`src/rtl/ps2_keyboard_rx_pkg.sv`:
```
// ps2_keyboard_rx shared types
// FSM states, prefix codes and the scan code type
package ps2_pkg;

  typedef enum logic [1:0] {
    IDLE,
    DATA,
    PARITY,
    STOP
  } state_t;

  typedef logic [7:0] scan_t;

  localparam scan_t PS2_BREAK_PREFIX = 8'hF0;
  localparam scan_t PS2_EXT_PREFIX   = 8'hE0;

endpackage

```
`src/rtl/ps2_keyboard_rx_if.sv`:
```
// ps2_keyboard_rx key event bundle
// master = receiver, slave = scan-code decoder
interface ps2_keyboard_rx_if;
  import ps2_pkg::*;

  scan_t scan_code;
  logic  code_valid;
  logic  is_break;
  logic  is_extended;
  logic  frame_error;
  logic  rx_busy;

  modport master (
    output scan_code,
    output code_valid,
    output is_break,
    output is_extended,
    output frame_error,
    output rx_busy
  );

  modport slave (
    input scan_code,
    input code_valid,
    input is_break,
    input is_extended,
    input frame_error,
    input rx_busy
  );

endinterface

```
`src/rtl/ps2_keyboard_rx_filter.sv`:
```
// ps2_keyboard_rx pin synchroniser and clock de-glitch
// filt_clk flips after FILTER_LEN equal differing samples
module ps2_input_filter #(
  parameter int SYNC_STAGES = 2,
  parameter int FILTER_LEN  = 8
) (
  input  logic clk_i,
  input  logic rst_ni,
  input  logic ps2_clk_i,
  input  logic ps2_data_i,
  output logic data_sync_o,
  output logic filt_clk_o,
  output logic fall_evt_o
);
  import ps2_pkg::*;

  localparam int CW = $clog2(FILTER_LEN + 1);
  localparam logic [CW-1:0] LAST = CW'(FILTER_LEN - 1);

  logic [SYNC_STAGES-1:0] clk_sync_q;
  logic [SYNC_STAGES-1:0] dat_sync_q;
  logic [CW-1:0]          cnt_q;
  logic [CW-1:0]          cnt_d;
  logic                   filt_q;
  logic                   filt_d;
  logic                   fall_q;
  logic                   fall_d;
  logic                   clk_s;

  assign clk_s = clk_sync_q[SYNC_STAGES-1];

  // Next filtered level: flip on the FILTER_LEN-th differing sample
  always_comb begin
    cnt_d  = '0;
    filt_d = filt_q;
    fall_d = 1'b0;
    if (clk_s != filt_q) begin
      if (cnt_q == LAST) begin
        filt_d = clk_s;
        fall_d = ~clk_s;
      end else begin
        cnt_d = cnt_q + 1'b1;
      end
    end
  end

  // Pin synchronisers and filter state, idle-high out of reset
  always_ff @(posedge clk_i or negedge rst_ni) begin
    if (!rst_ni) begin
      clk_sync_q <= '1;
      dat_sync_q <= '1;
      cnt_q      <= '0;
      filt_q     <= 1'b1;
      fall_q     <= 1'b0;
    end else begin
      clk_sync_q <= {clk_sync_q[SYNC_STAGES-2:0], ps2_clk_i};
      dat_sync_q <= {dat_sync_q[SYNC_STAGES-2:0], ps2_data_i};
      cnt_q      <= cnt_d;
      filt_q     <= filt_d;
      fall_q     <= fall_d;
    end
  end

  assign data_sync_o = dat_sync_q[SYNC_STAGES-1];
  assign filt_clk_o  = filt_q;
  assign fall_evt_o  = fall_q;

endmodule

```
`src/rtl/ps2_keyboard_rx.sv`:
```
// ps2_keyboard_rx: PS/2 Set 2 device-to-host receiver
// Deserialises frames and folds E0/F0 prefixes into flags
module ps2_keyboard_rx #(
  parameter int SYNC_STAGES    = 2,
  parameter int FILTER_LEN     = 8,
  parameter int TIMEOUT_CYCLES = 50000
) (
  input  logic clk,
  input  logic rst_n,
  input  logic ps2_clk,
  input  logic ps2_data,
  ps2_keyboard_rx_if.master evt
);
  import ps2_pkg::*;

  localparam int TW = $clog2(TIMEOUT_CYCLES + 1);
  localparam logic [TW-1:0] TO_LAST = TW'(TIMEOUT_CYCLES - 1);

  logic [1:0]    rst_sync_q;
  logic          rst_int_n;
  logic          data_s;
  logic          filt_clk;
  logic          fall_evt;
  logic          fall;
  state_t        state_q;
  logic [2:0]    bit_cnt_q;
  scan_t         shift_q;
  logic          par_q;
  logic [TW-1:0] to_q;
  logic          brk_pend_q;
  logic          ext_pend_q;
  scan_t         scan_q;
  logic          valid_q;
  logic          brk_q;
  logic          ext_q;
  logic          err_q;
  logic          good;

  // Async assert, sync deassert of the internal reset
  always_ff @(posedge clk or negedge rst_n) begin
    if (!rst_n) rst_sync_q <= 2'b00;
    else        rst_sync_q <= {rst_sync_q[0], 1'b1};
  end

  assign rst_int_n = rst_sync_q[1];

  ps2_input_filter #(
    .SYNC_STAGES (SYNC_STAGES),
    .FILTER_LEN  (FILTER_LEN)
  ) u_filter (
    .clk_i       (clk),
    .rst_ni      (rst_int_n),
    .ps2_clk_i   (ps2_clk),
    .ps2_data_i  (ps2_data),
    .data_sync_o (data_s),
    .filt_clk_o  (filt_clk),
    .fall_evt_o  (fall_evt)
  );

  // Edge is only honoured once the filtered level is really low
  assign fall = fall_evt & ~filt_clk;
  assign good = data_s & (^shift_q ^ par_q);

  // Frame FSM, prefix folding, timeout and registered outputs
  always_ff @(posedge clk or negedge rst_int_n) begin
    if (!rst_int_n) begin
      state_q    <= IDLE;
      bit_cnt_q  <= '0;
      shift_q    <= '0;
      par_q      <= 1'b0;
      to_q       <= '0;
      brk_pend_q <= 1'b0;
      ext_pend_q <= 1'b0;
      scan_q     <= '0;
      valid_q    <= 1'b0;
      brk_q      <= 1'b0;
      ext_q      <= 1'b0;
      err_q      <= 1'b0;
    end else begin
      valid_q <= 1'b0;
      err_q   <= 1'b0;
      if (state_q == IDLE || fall) to_q <= '0;
      else                         to_q <= to_q + 1'b1;
      if (fall) begin
        unique case (state_q)
          IDLE: begin
            if (!data_s) begin
              state_q   <= DATA;
              bit_cnt_q <= '0;
            end
          end
          DATA: begin
            shift_q[bit_cnt_q] <= data_s;
            bit_cnt_q          <= bit_cnt_q + 3'd1;
            if (bit_cnt_q == 3'd7) state_q <= PARITY;
          end
          PARITY: begin
            par_q   <= data_s;
            state_q <= STOP;
          end
          STOP: begin
            state_q <= IDLE;
            if (good) begin
              unique case (1'b1)
                (shift_q == PS2_BREAK_PREFIX): brk_pend_q <= 1'b1;
                (shift_q == PS2_EXT_PREFIX):   ext_pend_q <= 1'b1;
                default: begin
                  scan_q     <= shift_q;
                  brk_q      <= brk_pend_q;
                  ext_q      <= ext_pend_q;
                  valid_q    <= 1'b1;
                  brk_pend_q <= 1'b0;
                  ext_pend_q <= 1'b0;
                end
              endcase
            end else begin
              err_q      <= 1'b1;
              brk_pend_q <= 1'b0;
              ext_pend_q <= 1'b0;
            end
          end
          default: state_q <= IDLE;
        endcase
      end else if (state_q != IDLE && to_q == TO_LAST) begin
        state_q    <= IDLE;
        err_q      <= 1'b1;
        brk_pend_q <= 1'b0;
        ext_pend_q <= 1'b0;
      end
    end
  end

  assign evt.scan_code   = scan_q;
  assign evt.code_valid  = valid_q;
  assign evt.is_break    = brk_q;
  assign evt.is_extended = ext_q;
  assign evt.frame_error = err_q;
  assign evt.rx_busy     = (state_q != IDLE);

endmodule

```
`src/flat_wrapper.sv`:
```
// flat-port wrapper written by rule: the top's interface ports become plain ports
module ps2_keyboard_rx_flat import ps2_pkg::*;
#(
  parameter int SYNC_STAGES    = 2,
  parameter int FILTER_LEN     = 8,
  parameter int TIMEOUT_CYCLES = 50000
)
  (clk, rst_n, ps2_clk, ps2_data, evt_scan_code, evt_code_valid, evt_is_break, evt_is_extended, evt_frame_error, evt_rx_busy);
  ps2_keyboard_rx_if evt_i ();
  input  logic clk;
  input  logic rst_n;
  input  logic ps2_clk;
  input  logic ps2_data;
  output wire logic [$bits(evt_i.scan_code)-1:0] evt_scan_code;
  output wire logic [$bits(evt_i.code_valid)-1:0] evt_code_valid;
  output wire logic [$bits(evt_i.is_break)-1:0] evt_is_break;
  output wire logic [$bits(evt_i.is_extended)-1:0] evt_is_extended;
  output wire logic [$bits(evt_i.frame_error)-1:0] evt_frame_error;
  output wire logic [$bits(evt_i.rx_busy)-1:0] evt_rx_busy;
  assign evt_scan_code = evt_i.scan_code;
  assign evt_code_valid = evt_i.code_valid;
  assign evt_is_break = evt_i.is_break;
  assign evt_is_extended = evt_i.is_extended;
  assign evt_frame_error = evt_i.frame_error;
  assign evt_rx_busy = evt_i.rx_busy;
  ps2_keyboard_rx #(.SYNC_STAGES(SYNC_STAGES), .FILTER_LEN(FILTER_LEN), .TIMEOUT_CYCLES(TIMEOUT_CYCLES)) u_core (.clk(clk), .rst_n(rst_n), .ps2_clk(ps2_clk), .ps2_data(ps2_data), .evt(evt_i));
endmodule
```
`config.mk`:
```
export PLATFORM = sky130hd
export DESIGN_NAME = ps2_keyboard_rx_flat
export DESIGN_NICKNAME = d
export VERILOG_FILES = /design/src/rtl/ps2_keyboard_rx_pkg.sv /design/src/rtl/ps2_keyboard_rx_if.sv /design/src/rtl/ps2_keyboard_rx_filter.sv /design/src/rtl/ps2_keyboard_rx.sv /design/src/flat_wrapper.sv
export SDC_FILE = /design/constraint.sdc
export NUM_CORES = 1
export LEC_CHECK = 0
export BUFFER_PORTS_ARGS = -buffer_cell sky130_fd_sc_hd__clkbuf_2
export CAP_MARGIN = 0
export CORE_ASPECT_RATIO = 1.5
export CORE_UTILIZATION = 45
export CTS_CLUSTER_DIAMETER = 100
export DETAILED_ROUTE_END_ITERATION = 10
export SYNTH_ARGS = -nofsm -noshare
export SYNTH_HDL_FRONTEND = slang
export SYNTH_SLANG_ARGS = --single-unit
export TNS_END_PERCENT = 100
```
`constraint.sdc`:
```
create_clock -name clk -period 3.2 [get_ports clk]
set_input_delay 0.64 -clock clk [delete_from_list [all_inputs] [get_ports clk]]
set_output_delay 0.64 -clock clk [all_outputs]
set_load 0.02 [all_outputs]
```
# Word-level counts from Yosys, hierarchy flattened
# Cells that the tools add are included.
[word_totals] register_bits=56 in_bits=4
[op_classes] add_sub_neg=3 order_cmp=2 eq_ne=15 mux=32 n_bitwise=6 reduce_logical=17
[op_table] operator="two-way mux 1 bit" n=18
[op_table] operator="adder 16 x 1 -> 16 bit, second input constant" n=1
[op_table] operator="equality test 16 bit, second input constant" n=1
[op_table] operator="equality test 8 bit, second input constant" n=2
[op_table] operator="two-way mux 16 bit" n=1
[op_table] operator="inequality test 3 bit, second input constant" n=4
[op_table] operator="AND reduction 3 bit" n=4
[op_table] operator="bitwise mux 8 bit" n=1
[op_table] operator="two-way mux 2 bit" n=4
[op_table] operator="two-way mux 4 bit" n=2
[op_table] operator="case mux 2 bit (4 select lines)" n=1
[op_table] operator="XOR reduction 8 bit" n=1
[op_table] operator="case mux 3 bit (2 select lines)" n=1
[op_table] operator="AND reduction 2 bit" n=3
[op_table] operator="nonzero test 2 bit" n=3
[op_table] operator="adder 4 x 1 -> 4 bit, second input constant" n=1
[op_table] operator="equality test 2 bit, second input constant" n=2
[op_table] operator="equality test 4 x 3 -> 1 bit, second input constant" n=1
[op_table] operator="< comparator 3 x 4 -> 1 bit, second input constant" n=1
[op_table] operator="inequality test 2 bit, second input constant" n=2
[op_table] operator="case mux 1 bit (2 select lines)" n=2
[op_table] operator="AND reduction 4 bit" n=1
[op_table] operator="adder 3 x 1 -> 3 bit, second input constant" n=1
[op_table] operator="demux 1 bit (select 3 bit)" n=1
[op_table] operator="other kinds (12)" n=16

# Longest topological paths before layout
# Gate-level depths: netlist of run 1.
[logic_depth] depth_word=6 ltp_mapped=8 ltp_nobuf=7

# Hierarchy
# Synthesis of run 1 repeated with hierarchy kept, for this count alone.
[unflattened] hier_cells=229 hier_area_um2=2631.3
[by_module_without_submodules] mod="ps2_keyboard_rx" instances=1 cells_per_inst=206 area_per_inst_um2=2267.2
[by_module_without_submodules] mod="ps2_input_filter" instances=1 cells_per_inst=23 area_per_inst_um2=364.1

# Worst setup path before layout of run 1
# No wires, ideal clock.
[synth_timing] path_type="reg-to-reg" from="register u_core.shift_q[0]" to="register u_core.ext_q, in the netlist u_core.evt.is_extended" setup_time_ns=0.125 arrival_ns=1.923 required_ns=3.075 path_slack_ns=1.152 path_stages_with_launch=9 synth_period_minus_slack_ns=2.048 path_cell_list="dfrtp_1 -> inv_1 -> ha_1 -> xnor3_1 -> xnor2_1 -> and3_4 -> nand3_4 -> buf_6 -> mux2_4"
[synth_via] elab_chain_cells=4 word_cells_on_any_way=8
[synth_lines] element="start: declaration" line="ps2_keyboard_rx.sv:27" text="scan_t shift_q;"
[synth_lines] element="start signal: indexed assignment" line="ps2_keyboard_rx.sv:93" text="shift_q[bit_cnt_q] <= data_s;"
[synth_lines] element="XOR reduction 8 bit (tied with other cells)" line="ps2_keyboard_rx.sv:62" text="assign good = data_s & (^shift_q ^ par_q);"
[synth_lines] element="bitwise XOR 1 bit or OR reduction 2 bit (tied branches)"
[synth_lines] element="bitwise AND 1 bit or NOT 1 bit (tied branches)"
[synth_lines] element="AND reduction 4 bit (no line) *"
[synth_lines] element="end signal: assignment" line="ps2_keyboard_rx.sv:110" text="ext_q <= ext_pend_q;"
[synth_lines] element="end: declaration" line="ps2_keyboard_rx.sv:35" text="logic ext_q;"
# Mark *: on every way between the ends. The rest lies on a longest branch, timed or not.
# A chain may end at the register's enable or synchronous reset.

# Final worst setup path of run 1
[layout_timing] from="register u_core.shift_q[0]" to="register u_core.scan_q[6], in the netlist u_core.evt.scan_code[6]"
[layout_via] elab_chain_cells=4 word_cells_on_any_way=8
[layout_lines] element="XOR reduction 8 bit (tied with other cells)" line="ps2_keyboard_rx.sv:62"
[layout_lines] element="bitwise XOR 1 bit or OR reduction 2 bit (tied branches)"
[layout_lines] element="bitwise AND 1 bit or NOT 1 bit (tied branches)"
[layout_lines] element="AND reduction 4 bit (no line) *"
[layout_lines] element="end signal: assignment" line="ps2_keyboard_rx.sv:108" text="scan_q <= shift_q;"
[layout_lines] element="end: declaration" line="ps2_keyboard_rx.sv:32" text="scan_t scan_q;"
# Marked as above.

==> results of run 1 <==
[sequential cells by signal (all words and copies together), names as in the netlist, 2 cells and up]
| signal | count |
|---|---|
| u_core.shift_q | 8 |
| u_core.evt.scan_code | 8 |
| u_core.rst_sync_q | 2 |
| u_core.u_filter.cnt_q | 4 |
| u_core.u_filter.dat_sync_q | 2 |
| u_core.to_q | 16 |
| u_core.bit_cnt_q | 3 |
| u_core.u_filter.clk_sync_q | 2 |
| u_core.state_q | 2 |
[worst reg2reg max path, delay by kind of cell, from the launching register on]
family                   cells  cell delay, ns
flip-flops                   1            0.37
AND/OR/NAND/NOR              2            0.43
adder cells (fa/ha/maj)      1            0.27
multiplexers                 1            0.36
XOR/XNOR                     2            0.59
buffers and inverters        1            0.05
[power by group through the flow]
stage	Combinational (W)	Sequential [W]	Clock, W
3_5_place_dp	0.0000573	0.000778	0
6_report	0.0000561	0.000763	0.000399
2_1_floorplan	0.0000427	0.000775	0
5_1_grt	0.0000635	0.000770	0.000441
4_1_cts	0.0000581	0.000765	0.000418
3_3_place_gp	0.0000574	0.000778	0
[metrics by stage]
stage / setup slack [ns] / std cells / hold WS (ns)
6_report: 1.04 / 324 / 0.103
5_1_grt: 0.914 / 324 / 0.0760
4_1_cts: 1.02 / 324 / 0.0898
3_5_place_dp: 1.04 / 316 / 0.290
3_3_place_gp: 1.08 / 316 / 0.293
2_1_floorplan: 1.15 / 233 / 0.331
[layout make-up]
type                       count  share of cell area, %
clock inverter                 2                  0.514
multi-input combinational    157                   40.4
sequential                    56                   48.3
tap                           72                   3.09
inverter                      13                   1.67
timing repair buffer          18                   3.26
clock buffer                   6                   2.83
[Yosys cell counts (6+ instances only)]
cell type,instances
dfrtp_1,51
nor2_1,19
nand2_1,18
ha_1,14
inv_1,13
o21ai_0,10
mux2_2,9
mux2_4,9
xor2_1,8
a21oi_1,7
nand4_1,7
nand3_1,6
xnor2_1,6
[kinds of logic after synthesis]
kind of cell | after synthesis | synth area share [%]
buffers and inverters | 20 | 3.23
muxes | 19 | 9.22
adders and majority gates | 14 | 6.55
DFF | 56 | 52.7
other | 1 | 0.140
xor gates and xnor gates | 15 | 5.43
and+or+nand+nor | 83 | 16.9
AOI/OAI and AO/OA | 25 | 5.81
[path summary, 6_finish.rpt]
kind,depth (start not counted),from,endpoint
max in group asynchronous,1,u_core.rst_sync_q[1],u_core.to_q[13]
hold reg to reg,0,u_core.rst_sync_q[1],u_core.brk_pend_q
min in group clk,0,u_core.rst_sync_q[0],u_core.rst_sync_q[1]
hold / removal,1,rst_n,u_core.rst_sync_q[0]
setup reg to reg,7,u_core.shift_q[0],u_core.evt.scan_code[6]
setup / recovery,7,u_core.shift_q[0],u_core.evt.scan_code[6]
[metal layers]
metal / part of all wire [%] / vias up / track usage (%)
met4: 1.1 / 0 / 4.26
met2: 55 / 16 / 29.7
met1: 42 / 815 / 17.9
met3: 2.3 / 4 / 3.52
met5: 0 / - / 0
li1: - / 836 / -
==> summary.md, run 1 <==
| Metric | Value |
|---|---|
| Max_cap viols | 0 |
| Post-route ant nets | 0 |
| Via count | 1,671 |
| Worst slew pin tran | 0.574 ns |
| Final instance area | 2920 µm² |
| H-tree lvl count | 2 |
| Post-CTS Setup Bufs | 0 |
| Setup slack, reg-to-reg | 1.04 ns |
| Min-Delay Path Class | in2async |
| Arr. time, crit path | 2.36 ns |
| # resized after CTS | 0 |
| Port Buf Inserts | 16 |
| Max clock buf depth | 2 |
| Post-layout util | 50.8% |
| Fraction of layout cells with a size suffix above 1 | 21.8% |
| Die span in y | 96.4 µm |
| DRC violations left | 0 |
| Slowest cell on crit path | xnor3_1 |
| Leak | 1.35 nW |
| Clk sinks | 56 |
| Worst Path Max Fanout | 11 |
| Synth warn | 0 |
| Fmax | 0.463 GHz |
| CP Class | reg2reg |
| Die area | 6260 µm² |
| CTS tree | yes |
| Fill count | 523 |
| Final net count | 269 |
| Largest net degree at the start of global routing | 29 |
| Number of global-route vias before repair | 1,690 |
| Synth Register Bits | 56 |
| Setup TNS | 0 ns |
| Logic pwr share | 4.6% |
| Ys flop type | dfrtp_1 |
| Startpoint Class | flop |
| Dominant cell type by area after synthesis | dfrtp_1 |
| Dpl cell area | 2820 µm² |
| Final Critical Period | 2.16 ns |
| Dpl hpwl | 3240 µm |
| First-pass GRT wire length | 7620 µm |
| # diodes | 0 |
| Core ar. | 5740 µm² |
| FP Rows | 34 |
| Via density | 5.16 |
| Post-synth top area share | 47.8% |
| Clock share of power | 32.7% |
| Final period util | 67.5% |
| Starting density of the core | 46.5% |
| Worst clock skew | 0.00751 ns |
| Fin. max-slew vios | 0 |
| Switching power total | 0.000276 W |
| Mapped cell area | 2670 µm² |
| Congestion Overflow GR | 0 |
| Slew HR | 61.7% |
| RSZ-0062 raised after global routing | false |
| Final hold viol count | 0 |
| Final setup violation count | 0 |
| Clock transition at path regs | 0.10 ns |
| Gr usage total | 15.9% |
| Clock Latency Late Sink | 0.30 ns |
| Part of the power in registers | 62.7% |
| Final Power | 0.00122 W |
| Syn_area_per_cell | 11.5 µm² |
| Io pins | 17 |
| Critical path buffers and inverters | 1 |
| Routability Congestion | 0.741 |
| Hold_buf cts | 0 |
| Storage element area | 1410 µm² |
| Avg WL per Cell | 13.2 µm |
| TritonCTS Buffers | 5 |
| Multi-input logic area | 1180 µm² |
| Cell-by-cell trace of the critical path | inv_1 -> ha_1 -> xnor3_1 -> xnor2_1 -> and3_4 -> nand3_4 -> mux2_4 |
| Clk root buf | clkbuf_8 |
| Commonest non-fill, non-tap cell in the layout | dfrtp_1 |
| Synth cell types | 38 |
| Async set or reset register ratio after synthesis | 100% |
| Peak VDD IR | 0.000399 V |
| Worst Path Required | 3.40 ns |
| WL final | 4290 µm |
| Seq/Total Area, Yosys | 52.7% |
| Ranking of synthesized cells by area | dfrtp_1 (48%), ha_1 (6.6%), mux2_4 (5.1%) |
| Most frequent cells in the layout | dfrtp_1 (50), nor2_1 (19), nand2_1 (18) |
| Syn Nets | 251 |
| Die Wd | 64.9 µm |
| Status | finished, final reports clean |
| Post-synth EDFFs | 0 |
| Initial antenna violation count | 0 |
| Crit-path max cell delay | 0.42 ns |
| Drt pass-1 iters | 4 |
| Pwr/cell area | 417 nW/µm² |
| CP endpoint kind | flop |
| Sw Share | 22.7% |
| Internal power | 0.000941 W |
| Mapped Cells | 233 |
| DR iter-0 viols | 52 |
| CP top delay family | XOR/XNOR gates |
| Area Growth Syn to Fin | 9.22% |
Note: power is estimated with default switching activity, not from simulation.
==> run 2: changes to the inputs <==
Clock period 3.2 ns to 2 ns, I/O delays scaled along.
==> run 2 against run 1 <==
Compared with the run above: register-to-register slack lost 1.1 ns; setup slack got worse by 1.1 ns; via count increased by 4.7%; the flow now finishes with violations (negative setup slack); core utilization increased by 3.3 points; highest routed layer unchanged.
==> summary.md, run 2 (synthesized netlist as in run 1, its figures left out) <==
| Metric | Value |
|---|---|
| Largest net degree at the start of global routing | 37 (was 29) |
| Startpoint Class | flop (unchanged) |
| Worst Path Max Fanout | 6 (was 11) |
| Dpl cell area | 2950 µm² (was 2820 µm²) |
| Final net count | 287 (was 269) |
| Max_cap viols | 0 (unchanged) |
| Clk sinks | 56 (unchanged) |
| # diodes | 0 (unchanged) |
| Max FFs per register | 16 (unchanged) |
| Min-Delay Path Class | in2reg (was in2async) |
| Final setup violation count | 10 (was 0) |
| Commonest non-fill, non-tap cell in the layout | dfrtp_1 (unchanged) |
| Die span in y | 96.4 µm (unchanged) |
| Arr. time, crit path | 2.30 ns (was 2.36 ns) |
| WL final | 4810 µm (was 4290 µm) |
| Failing checks | negative setup slack |
| Core ar. | 5740 µm² (unchanged) |
| Routability Congestion | 0.763 (was 0.741) |
| Most flops, register | u_core.to_q (unchanged) |
| Worst slew pin tran | 0.650 ns (was 0.574 ns) |
| Clk root buf | clkbuf_8 (unchanged) |
| Congestion Overflow GR | 0 (unchanged) |
| RR Endpoint | u_core.evt.is_extended (was u_core.evt.scan_code[6]) |
| DRC violations left | 0 (unchanged) |
| Gr usage total | 17.0% (was 15.9%) |
| Worst hold slack | 0.163 ns (was 0.103 ns) |
| Final Critical Period | 2.10 ns (was 2.16 ns) |
| Most frequent cells in the layout | dfrtp_1 (50), nor2_1 (19), nand2_1 (17), buf_4 (17), clkbuf_2 (16) (was dfrtp_1 (50), nor2_1 (19), nand2_1 (18)) |
| Dpl hpwl | 3510 µm (was 3240 µm) |
| Number of global-route vias before repair | 1,723 (was 1,690) |
| Fraction of layout cells with a size suffix above 1 | 28.9% (was 21.8%) |
| RSZ-0062 raised after global routing | true (was false) |
| Avg WL per Cell | 14.1 µm (was 13.2 µm) |
| Clock Latency Late Sink | 0.32 ns (was 0.30 ns) |
| Startpoint of the worst hold path | ps2_clk |
| Placement Setup Slack | -0.160 ns (was 1.04 ns) |
| Fin. max-slew vios | 0 (unchanged) |
| Final instance area | 3110 µm² (was 2920 µm²) |
| Via count | 1,749 (was 1,671) |
| Initial antenna violation count | 0 (unchanged) |
| Reg2Reg Launch Point | u_core.shift_q[1] (was u_core.shift_q[0]) |
| H-tree lvl count | 2 (unchanged) |
| Worst clock skew | 0.0131 ns (was 0.00751 ns) |
| Pwr/cell area | 636 nW/µm² (was 417 nW/µm²) |
| TritonCTS Buffers | 5 (unchanged) |
| DR iter-0 viols | 72 (was 52) |
| CTS tree | yes (unchanged) |
| Final hold viol count | 0 (unchanged) |
| Post-route ant nets | 0 (unchanged) |
| FP Rows | 34 (unchanged) |
| Slack of the critical path | -0.0970 ns (was 1.04 ns) |
| First-pass GRT wire length | 7890 µm (was 7620 µm) |
| WHS Endpoint | u_core.u_filter.clk_sync_q[0] |
| Clock transition at path regs | 0.10 ns (about the same) |
| CP Class | reg2reg (unchanged) |
| Area Growth Syn to Fin | 16.3% (was 9.22%) |
| Worst Path Required | 2.21 ns (was 3.40 ns) |
| Setup slack, reg-to-reg | -0.1 ns (was 1.04 ns) |
| CP endpoint kind | flop (unchanged) |
| Die area | 6260 µm² (unchanged) |
| Peak VDD IR | 0.000604 V (was 0.000399 V) |
| Status | finished, violations left (was finished, final reports clean) |
| Drt pass-1 iters | 4 (unchanged) |
| Final period util | 105% (was 67.5%) |
| Port Buf Inserts | 16 (unchanged) |
| Via density | 5.11 (was 5.16) |
| Fmax | 0.477 GHz (was 0.463 GHz) |
| Die Wd | 64.9 µm (unchanged) |
| Slew HR | 56.2% (was 61.7%) |
| Io pins | 17 (unchanged) |
| Worst Hold Depth | 1 |
| Starting density of the core | 46.5% (unchanged) |
| Max clock buf depth | 2 (unchanged) |
| R2R depth | 7 (unchanged) |
| Setup TNS | -0.738 ns (was 0 ns) |
| Leak | 1.46 nW (was 1.35 nW) |
-- run 2: area by class of cell --
type	count	area (µm²)
multi-input cells	158	1230
well taps	72	90.1
clock inverters	2	13.8
fillers	532	2640
repair buffers	35	238
inverters	13	48.8
clock buffers	6	82.6
flip-flops and latches	56	1410
-- run 2: power by group --
| group | leakage [nW] | internal (W) | total [W] | switching (W) |
|---|---|---|---|---|
| Sequential | 0.757 | 0.00118 | 0.00122 | 0.0000385 |
| Combinational | 0.655 | 0.0000502 | 0.000101 | 0.0000508 |
| Clock | 0.0516 | 0.000284 | 0.000656 | 0.000372 |
-- run 2: repair_timing --
item                       CTS  global route
pin swaps                    1             1
setup endpoints to repair   12            12
setup buffers                0             1
gates resized for setup      4             3
hold buffers                 1             0
gates cloned                 1             0
hold endpoints to repair     2             0
-- run 2: through the flow --
step / util, % / power, W / cells
3_5_place_dp: 51.3 / 0.00134 / 331
6_report: 54.1 / 0.00198 / 342
2_1_floorplan: - / 0.00131 / 233
4_1_cts: 53.8 / 0.00201 / 341
5_1_grt: 54.1 / 0.00207 / 342
3_3_place_gp: 51.3 / 0.00134 / 331
-- run 2: per-layer routing --
metal | part of all wire (%) | GRT usage [%] | wire length, µm
met5 | 0 | 0 | 0
met4 | 2.5 | 7.41 | 118
met3 | 2.1 | 3.76 | 100
met2 | 55 | 32.2 | 2670
met1 | 40 | 17.7 | 1930
-- run 2: how the worst max path moves through the flow --
stage / start / endpoint / slack, ns / cells past startpoint
4_1_cts: u_core.shift_q[1] / u_core.evt.is_extended / -0.13 / 7
6_report: u_core.shift_q[1] / u_core.evt.is_extended / -0.1 / 7
3_3_place_gp: u_core.shift_q[1] / u_core.evt.scan_code[3] / -0.07 / 7
2_1_floorplan: u_core.shift_q[0] / u_core.evt.is_extended / -0.05 / 8
3_5_place_dp: u_core.shift_q[1] / u_core.evt.is_extended / -0.16 / 7
5_1_grt: u_core.shift_q[0] / u_core.evt.scan_code[4] / -0.18 / 7
-- run 2: worst max-delay path, cell delays in order, from the launching register on --
cell,delay (ns)
dfrtp_1,0.37
inv_2,0.06
ha_4,0.26
xnor3_1,0.42
xnor2_1,0.15
and3_4,0.24
nand3_4,0.15
mux2_4,0.35
==> run 3: changes to the inputs <==
Settings changed: CELL_PAD_IN_SITES_DETAIL_PLACEMENT set to 0, CELL_PAD_IN_SITES_GLOBAL_PLACEMENT set to 1, PLACE_DENSITY_LB_ADDON set to 0.1.
==> run 3 against run 2 <==
Compared with the run above: the flow still finishes with violations (negative setup slack); clock skew fell by 0.0070 ns; clock power rose by 13%; worst hold slack got worse by 0.0034 ns; global-route usage rose by 0.43 points; critical path depth did not move; design area is 0.60% higher; core utilization increased by 0.33 points; routed wire length grew 0.96%; non-clock buffer count grew 1; maximum frequency rose by 0.65%; critical path type unchanged.
==> summary.md, run 3 (synthesized netlist as in run 1, its figures left out) <==
| Metric | Value |
|---|---|
| Status | finished, violations left (unchanged) |
| Failing checks | negative setup slack (unchanged) |
| Fraction of layout cells with a size suffix above 1 | 28.4% (was 28.9%) |
| WL final | 4860 µm (was 4810 µm) |
| Drt pass-1 iters | 4 (unchanged) |
| Fmax | 0.480 GHz (was 0.477 GHz) |
| Dpl cell area | 2950 µm² (about the same) |
| Die Wd | 64.9 µm (unchanged) |
| Min-Delay Path Class | in2reg (unchanged) |
| Final net count | 288 (was 287) |
| FP Rows | 34 (unchanged) |
| Core ar. | 5740 µm² (unchanged) |
| Worst Path Required | 2.20 ns (was 2.21 ns) |
| Most flops, register | u_core.to_q (unchanged) |
| Clock Latency Late Sink | 0.31 ns (was 0.32 ns) |
| TritonCTS Buffers | 5 (unchanged) |
| Avg WL per Cell | 14.2 µm (was 14.1 µm) |
| RSZ-0062 raised after global routing | true (unchanged) |
| Worst Hold Depth | 1 (unchanged) |
| H-tree lvl count | 2 (unchanged) |
| Final period util | 104% (was 105%) |
| Final instance area | 3130 µm² (was 3110 µm²) |
| WHS Endpoint | u_core.u_filter.clk_sync_q[0] (unchanged) |
| CP top delay family | XOR/XNOR gates (unchanged) |
| Max_cap viols | 0 (unchanged) |
| Io pins | 17 (unchanged) |
| Slowest cell on crit path | xnor3_1 (unchanged) |
| Worst clock skew | 0.00615 ns (was 0.0131 ns) |
| Final Critical Period | 2.08 ns (was 2.10 ns) |
| Initial antenna violation count | 0 (unchanged) |
| Dpl hpwl | 3550 µm (was 3510 µm) |
| Max clock buf depth | 2 (unchanged) |
| Slack of the critical path | -0.0835 ns (was -0.0970 ns) |
| Arr. time, crit path | 2.28 ns (was 2.30 ns) |
| Via density | 5.15 (was 5.11) |
| Clk sinks | 56 (unchanged) |
| Clock share of power | 35.8% (was 33.2%) |
| DR iter-0 viols | 43 (was 72) |
| Max FFs per register | 16 (unchanged) |
| Reg2Reg Launch Point | u_core.shift_q[1] (unchanged) |
| Routability Congestion | 0.763 (about the same) |
| Pwr/cell area | 660 nW/µm² (was 636 nW/µm²) |
| Cell-by-cell trace of the critical path | inv_2 -> ha_4 -> xnor3_1 -> xnor2_1 -> and3_4 -> nand3_4 -> mux2_4 (unchanged) |
| Setup slack, reg-to-reg | -0.08 ns (was -0.1 ns) |
| Starting density of the core | 46.5% (unchanged) |
| Peak VDD IR | 0.000580 V (was 0.000604 V) |
| Post-layout util | 54.4% (was 54.1%) |
| Clk root buf | clkbuf_8 (unchanged) |
| Internal power | 0.00160 W (was 0.00151 W) |
| CP Class | reg2reg (unchanged) |
| Switching power total | 0.000460 W (was 0.000462 W) |
| Largest net degree at the start of global routing | 33 (was 37) |
| Worst hold slack | 0.159 ns (was 0.163 ns) |
| # diodes | 0 (unchanged) |
| Fin. max-slew vios | 0 (unchanged) |
| Leak | 1.47 nW (was 1.46 nW) |
| Startpoint of the worst hold path | ps2_clk (unchanged) |
| Placement Setup Slack | -0.112 ns (was -0.160 ns) |
| CP endpoint kind | flop (unchanged) |
| Final hold viol count | 0 (unchanged) |
| Area Growth Syn to Fin | 17.0% (was 16.3%) |
| Final setup violation count | 10 (unchanged) |
| First-pass GRT wire length | 8260 µm (was 7890 µm) |
| DRC violations left | 0 (unchanged) |
| Commonest non-fill, non-tap cell in the layout | dfrtp_1 (unchanged) |
| Die span in y | 96.4 µm (unchanged) |
| Part of the power in registers | 59.2% (was 61.7%) |
| Congestion Overflow GR | 0 (unchanged) |
| Gr usage total | 17.4% (was 17.0%) |
| Crit-path max cell delay | 0.41 ns (was 0.42 ns) |
| Worst setup startpoint | u_core.shift_q[1] (unchanged) |
| Critical path buffers and inverters | 1 (unchanged) |
| Most frequent cells in the layout | dfrtp_1 (50), nor2_1 (19), buf_4 (18) (was dfrtp_1 (50), nor2_1 (19), nand2_1 (17), buf_4 (17), clkbuf_2 (16)) |
| RR Endpoint | u_core.evt.scan_code[3] (was u_core.evt.is_extended) |
| Worst Path Max Fanout | 6 (unchanged) |
| Startpoint Class | flop (unchanged) |
| Port Buf Inserts | 16 (unchanged) |
| Slew HR | 53.6% (was 56.2%) |
| Worst slew pin tran | 0.688 ns (was 0.650 ns) |
| R2R depth | 7 (unchanged) |
| Sw Share | 22.3% (was 23.4%) |
| Clock transition at path regs | 0.10 ns (about the same) |
| CTS tree | yes (unchanged) |
| Final Power | 0.00206 W (was 0.00198 W) |
| Via count | 1,765 (was 1,749) |
| Logic pwr share | 5.0% (was 5.1%) |
| Die area | 6260 µm² (unchanged) |
| Number of global-route vias before repair | 1,744 (was 1,723) |
| Post-route ant nets | 0 (unchanged) |
==> run 3: final cells by class <==
cell class / instances / area [µm²]
clock buffers: 6 / 72.6
repair buffers: 36 / 245
inverters: 13 / 48.8
clock inverters: 2 / 35.0
fillers: 516 / 2620
multi-input cells: 158 / 1230
well taps: 72 / 90.1
flip-flops and latches: 56 / 1410
==> run 3: worst max-delay path by stage <==
stage,endpoint,slack (ns),cells past startpoint
2_1_floorplan,u_core.evt.is_extended,-0.05,8
3_3_place_gp,u_core.evt.scan_code[3],-0.07,7
3_5_place_dp,u_core.evt.scan_code[1],-0.11,7
4_1_cts,u_core.evt.scan_code[5],-0.09,7
5_1_grt,u_core.evt.scan_code[3],-0.17,7
6_report,u_core.evt.scan_code[3],-0.08,7
==> run 3: timing repair <==
action                                  CTS  global route
endpoints found under the setup margin   12            12
buffers inserted                          0             1
hold endpoints to repair                  2             0
resized for setup                         2             4
cloned                                    1             0
hold buffers                              1             0
pin swaps                                 1             1
==> run 3: metrics by stage <==
step	instances	setup TNS [ns]
after floorplan	233	-0.412
after global placement	332	-0.675
after detailed placement	332	-1.00
after CTS	342	-0.822
after global routing	343	-1.59
final	343	-0.583
==> run 3: layer usage <==
| metal | GRT usage (%) | vias to the layer above | routed length, µm |
|---|---|---|---|
| met4 | 7.41 | 0 | 110 |
| met3 | 2.82 | 7 | 89 |
| li1 | - | 876 | - |
| met2 | 32.4 | 20 | 2610 |
| met1 | 19.4 | 862 | 2050 |
| met5 | 0 | - | 0 |
==> run 3: power by group through the flow <==
| stage | clock (W) | combinational, W | sequential [W] |
|---|---|---|---|
| 2_1_floorplan | 0 | 0.0000683 | 0.00124 |
| 3_3_place_gp | 0 | 0.000101 | 0.00124 |
| 3_5_place_dp | 0 | 0.000103 | 0.00124 |
| 4_1_cts | 0.000764 | 0.000107 | 0.00122 |
| 5_1_grt | 0.000801 | 0.000120 | 0.00123 |
| 6_report | 0.000740 | 0.000103 | 0.00122 |
